==> src/rtl/mul8_nibble_sequencer.sv <==
// mul8_nibble_sequencer: unsigned 8x8->16 multiply on one shared 4x4 core, four nibble steps
// Optional multiply-accumulate when MUL8_ACC_EN is defined.
// Ports:
//   clk, rst_n              clock, asynchronous active-low reset
//   start_valid/start_ready operand handshake carrying a, b and acc_clr
//   res_valid/res_ready     result handshake carrying res
//   ovf                     sticky accumulate overflow (0 without MUL8_ACC_EN)
//   busy                    high whenever not idle
module mul8_nibble_sequencer (
    input  logic        clk,
    input  logic        rst_n,
    input  logic        start_valid,
    output logic        start_ready,
    input  logic [7:0]  a,
    input  logic [7:0]  b,
    input  logic        acc_clr,
    output logic        res_valid,
    input  logic        res_ready,
    output logic [15:0] res,
    output logic        ovf,
    output logic        busy
);
    typedef enum logic [1:0] {IDLE, MUL, DONE} state_t;
    state_t      state_q, state_d;
    logic [1:0]  step_q, step_d;
    logic [7:0]  a_q, a_d, b_q, b_d;
    logic [15:0] acc_q, acc_d;
    logic        ovf_q, ovf_d;
    logic [3:0]  na, nb, sh;
    logic [7:0]  pp;
    logic [16:0] sum;
    logic        accept;
    // step[1] picks the a nibble, step[0] the b nibble, giving lo*lo, lo*hi, hi*lo, hi*hi
    always_comb begin
        na  = step_q[1] ? a_q[7:4] : a_q[3:0];
        nb  = step_q[0] ? b_q[7:4] : b_q[3:0];
        pp  = {4'b0, na} * {4'b0, nb};
        sh  = (step_q == 2'd0) ? 4'd0 : (step_q == 2'd3) ? 4'd8 : 4'd4;
        sum = {1'b0, acc_q} + ({9'b0, pp} << sh);
    end
    assign accept = start_valid && state_q == IDLE;
    always_comb begin
        state_d = state_q;
        step_d  = step_q;
        a_d     = a_q;
        b_d     = b_q;
        acc_d   = acc_q;
        ovf_d   = ovf_q;
        case (state_q)
            IDLE: if (accept) begin
                state_d = MUL;
                step_d  = 2'd0;
                a_d     = a;
                b_d     = b;
`ifdef MUL8_ACC_EN
                acc_d   = acc_clr ? 16'd0 : acc_q;
                ovf_d   = acc_clr ? 1'b0 : ovf_q;
`else
                acc_d   = 16'd0;
`endif
            end
            MUL: begin
                acc_d   = sum[15:0];
`ifdef MUL8_ACC_EN
                ovf_d   = ovf_q | sum[16];
`endif
                step_d  = step_q + 2'd1;
                state_d = (step_q == 2'd3) ? DONE : MUL;
            end
            DONE: state_d = res_ready ? IDLE : DONE;
            default: state_d = IDLE;
        endcase
    end
`ifndef MUL8_ACC_EN
    // without accumulation the clear flag and the final carry have no consumer
    logic unused_bits;
    assign unused_bits = acc_clr ^ sum[16];
`endif
    always_ff @(posedge clk or negedge rst_n) begin
        if (!rst_n) begin
            state_q <= IDLE;
            step_q  <= 2'd0;
            a_q     <= 8'd0;
            b_q     <= 8'd0;
            acc_q   <= 16'd0;
            ovf_q   <= 1'b0;
        end else begin
            state_q <= state_d;
            step_q  <= step_d;
            a_q     <= a_d;
            b_q     <= b_d;
            acc_q   <= acc_d;
            ovf_q   <= ovf_d;
        end
    end
    assign start_ready = state_q == IDLE;
    assign res_valid   = state_q == DONE;
    assign busy        = state_q != IDLE;
    assign res         = acc_q;
    assign ovf         = ovf_q;
endmodule

==> config.mk <==
export PLATFORM = sky130hd
export DESIGN_NAME = mul8_nibble_sequencer
export DESIGN_NICKNAME = d
export VERILOG_FILES = /design/src/rtl/mul8_nibble_sequencer.sv
export SDC_FILE = /design/constraint.sdc
export NUM_CORES = 1
export LEC_CHECK = 0
export CAP_MARGIN = 20
export CORE_ASPECT_RATIO = 1.5
export CORE_MARGIN = 2
export CORE_UTILIZATION = 59
export CTS_CLUSTER_SIZE = 28
export DETAILED_ROUTE_END_ITERATION = 12
export GPL_ROUTABILITY_DRIVEN = 0
export PLACE_DENSITY = 0.95
export SLEW_MARGIN = 20
export SYNTH_ARGS = -nofsm -noshare
export SYNTH_HDL_FRONTEND = slang
export SYNTH_SLANG_ARGS = --single-unit
==> constraint.sdc <==
create_clock -name clk -period 9.3 [get_ports clk]
set_clock_uncertainty 0.05 [all_clocks]
set_input_delay 1.86 -clock clk [delete_from_list [all_inputs] [get_ports clk]]
set_output_delay 1.86 -clock clk [all_outputs]
set_load 0.01 [all_outputs]
==> metrics.md <==
| Metric | Value |
|---|---|
| Rows | `30` |
| Relative slew slack | `0.450` |
| RSZ-0062 raised after global routing | `no` |
| Setup TNS | `0 ns` |
| Setup-failing EPs final | `0` |
| Synth top area share | `0.332` |
| Vias | `approximately 2200` |
| WL per Instance | `roughly 16 um` |
| Clk pin slew, worst setup/hold paths | `roughly 0.080 ns` |
| Core area | `~0.0045 mm2` |
| Global route overflow | `0` |
| First-pass GRT wire length | `about 10000 um` |
| Final ANT Viol Nets | `0` |
| Largest area contributor in the netlist | `dfrtp_1` |
| Clock Sinks | `36` |
| Layout overhead on the synthesized area | `18.4%` |
| Crit path required time | `9.48 ns` |
| Clk Latency, worst-skew pair | `around 0.30 ns` |
| Yosys reg bits | `36` |
| Syn. warnings | `0` |
| Post-CTS sizing | `0` |
| H-tree levels | `2` |
| Maximum fanout along the worst path | `7` |
| Yosys cell types | `between 40 and 50` |
| Fmax | `approximately 180 MHz` |
| Synth Net Count | `340` |
| Syn avg cell area | `around 9.5 um2` |
| Die width | `59.3 um` |
| CTS tree | `done` |
| Initial antenna violation count | `0` |
| Syn Std Cell Area | `about 0.0027 mm2` |
| Synth top area cells | `dfrtp_1, ha_1, mux2_2` |
| DR pass1 iterations | `4` |
| Placed Cells | `362` |
| Final std cells w/o fill | `370` |
| Run status | `complete, no violations` |
| Largest net degree at the start of global routing | `37` |
| Via count of the first global-routing pass | `between 2000 and 2500` |
| Final WL | `approximately 5900 um` |
| Hpwl dp | `around 4600 um` |
| Clk buf depth | `2` |
| Hold_buf cts | `0` |
| Post-synthesis instance total | `approximately 290` |
| Min-delay worst type | `reg2reg` |
| Share of layout cells above drive strength 1 | `0.112` |
| Final hold violations | `0` |
| Crit. End Element | `register` |
| Nets@finish | `roughly 380` |
| Worst slew pin tran | `slightly above 0.8 ns` |
| Setup crit start kind | `register` |
| Vias per Instance | `6.05` |
| Port bufs | `38` |
| Io pins | `41` |
| Starting Density | `0.607` |
| Sequential share of the synthesized area | `0.332` |
| Cts bufs inserted | `5` |
| Tot GR Track Use | `0.253` |
| Max capacitance violation total | `0` |
| Min cycle time layout | `between 5 and 6 ns` |
| Die Height | `between 80 and 90 um` |
| Area of the die | `slightly above 0.005 mm2` |
| Worst setup path class | `reg2reg` |
| Initial DRC Count | `76` |
| Slew Limit Fails | `0` |
| Antenna Cells | `0` |
| # DRC | `0` |
| Fillers | `331` |
| Post-CTS Setup Bufs | `0` |
| CTS Root Cell | `clkbuf_8` |
| Period utilization | `0.595` |
| Crit path DAT | `about 5.7 ns` |
-- cell families after synthesis --
kind of cell               Yosys count  synth area share
and+or+nand+nor                     76             0.133
AOI/OAI and AO/OA                   70             0.165
DFF                                 36             0.332
adders and majority gates           33             0.166
muxes                               28             0.112
buffers and inverters               26            0.0379
xor gates and xnor gates            16            0.0517
other                                1           0.00138
-- cell usage after synthesis (all sizes together) --
library cell and instances:
o21bai 5, nand2 24, mux2i 10, inv 14, buf 3, nor2b 7
dfrtp 36, o2bb2ai 1, xnor2 8, a2111oi 1, or3 1, o21ai 21
o32ai 1, nor4b 1, o211ai 1, mux2 18, a22o 3, nor3b 2
a211oi 6, a21oi 13, a211o 1, nand2b 3, a221oi 1, ha 28
clkbuf 9, nor2 27, o22ai 10, a221o 1, and2 1, nand3 1
or2 4, a21o 5, fa 5, nand4 1, conb 1, nor3 2
xor2 8, and3 2
-- through the flow --
step	cell area (um2)	utilization	hold WS [ns]	setup slack, ns
after detailed placement	3120	0.697	0.446	3.89
final	3210	0.718	0.462	3.77
after global routing	3210	0.718	0.477	3.42
after floorplan	2710	-	0.430	4.26
after global placement	3120	0.697	0.440	3.97
after CTS	3210	0.718	0.463	3.81
-- state kept, by name, indices dropped and copies added, names as in the netlist --
signal and flops:
a_q 8, step_q 2, res 16, state_q 2
b_q 8
-- final timing paths --
check | start | cells past startpoint | slack, ns | to
worst max-delay path | step_q[0] | 20 | 3.77 | res[15]
worst min-delay path | b_q[2] | 1 | 0.46 | b_q[2]
worst max register to register | step_q[0] | 20 | 3.77 | res[15]
worst min register to register | b_q[2] | 1 | 0.46 | b_q[2]
max in group asynchronous | rst_n | 2 | 6.97 | a_q[5]
min in group asynchronous | rst_n | 2 | 1.92 | res[3]
-- worst max-delay path: stages, from the launching register on --
cell and delay, ns:
dfrtp_1 0.55, mux2i_1 0.21, or2_2 0.35, fa_1 0.53, inv_1 0.05, fa_1 0.52
ha_1 0.32, a21o_1 0.20, a221o_1 0.34, nor2_1 0.13, xor2_1 0.23, mux2_2 0.21
nor2_1 0.04, ha_1 0.35, nand2_1 0.08, o21ai_1 0.11, a2111oi_0 0.49, a21oi_1 0.15
xnor2_1 0.16, or3_1 0.30, o21ai_0 0.08
-- layout by cell type, fill, tap and decap left out, types with 2 or more instances in the layout --
cell,synthesis,final
clkdlybuf4s50_1,0,38
dfrtp_1,36,36
ha_1,28,28
nor2_1,27,27
nand2_1,24,24
o21ai_0,20,20
mux2_2,18,18
inv_1,14,14
a21oi_1,13,13
mux2i_1,10,10
o22ai_1,10,10
xnor2_1,8,8
xor2_1,8,8
nor2b_1,7,7
a211oi_1,6,6
clkbuf_8,0,6
a21o_1,5,5
o21bai_1,5,5
fa_1,5,5
or2_2,4,4
a22o_1,3,3
nand2b_1,3,3
nor3_1,2,2
nor3b_1,2,2
buf_4,1,2
-- layer usage --
layer / GRT usage / part of all wire / vias to the layer above
li1: - / - / 1079
met1: 0.280 / 0.38 / 1072
met2: 0.456 / 0.56 / 72
met3: 0.0431 / 0.034 / 16
met4: 0.118 / 0.031 / 0
met5: 0 / 0 / -
-- cell type report --
type	count	area [um2]	share of cell area
Sequential cell	36	901	0.281
Timing Repair Buffer	40	395	0.123
Inverter	14	52.6	0.0164
Clock inverter	1	7.51	0.00234
Multi-Input combinational cell	224	1710	0.532
Clock buffer	7	86.3	0.0269
Tap cell	48	60.1	0.0187
Power is left out: the tool's default activity adds up to more than one toggle a clock period on the data nets, which glitch-free logic cannot reach.
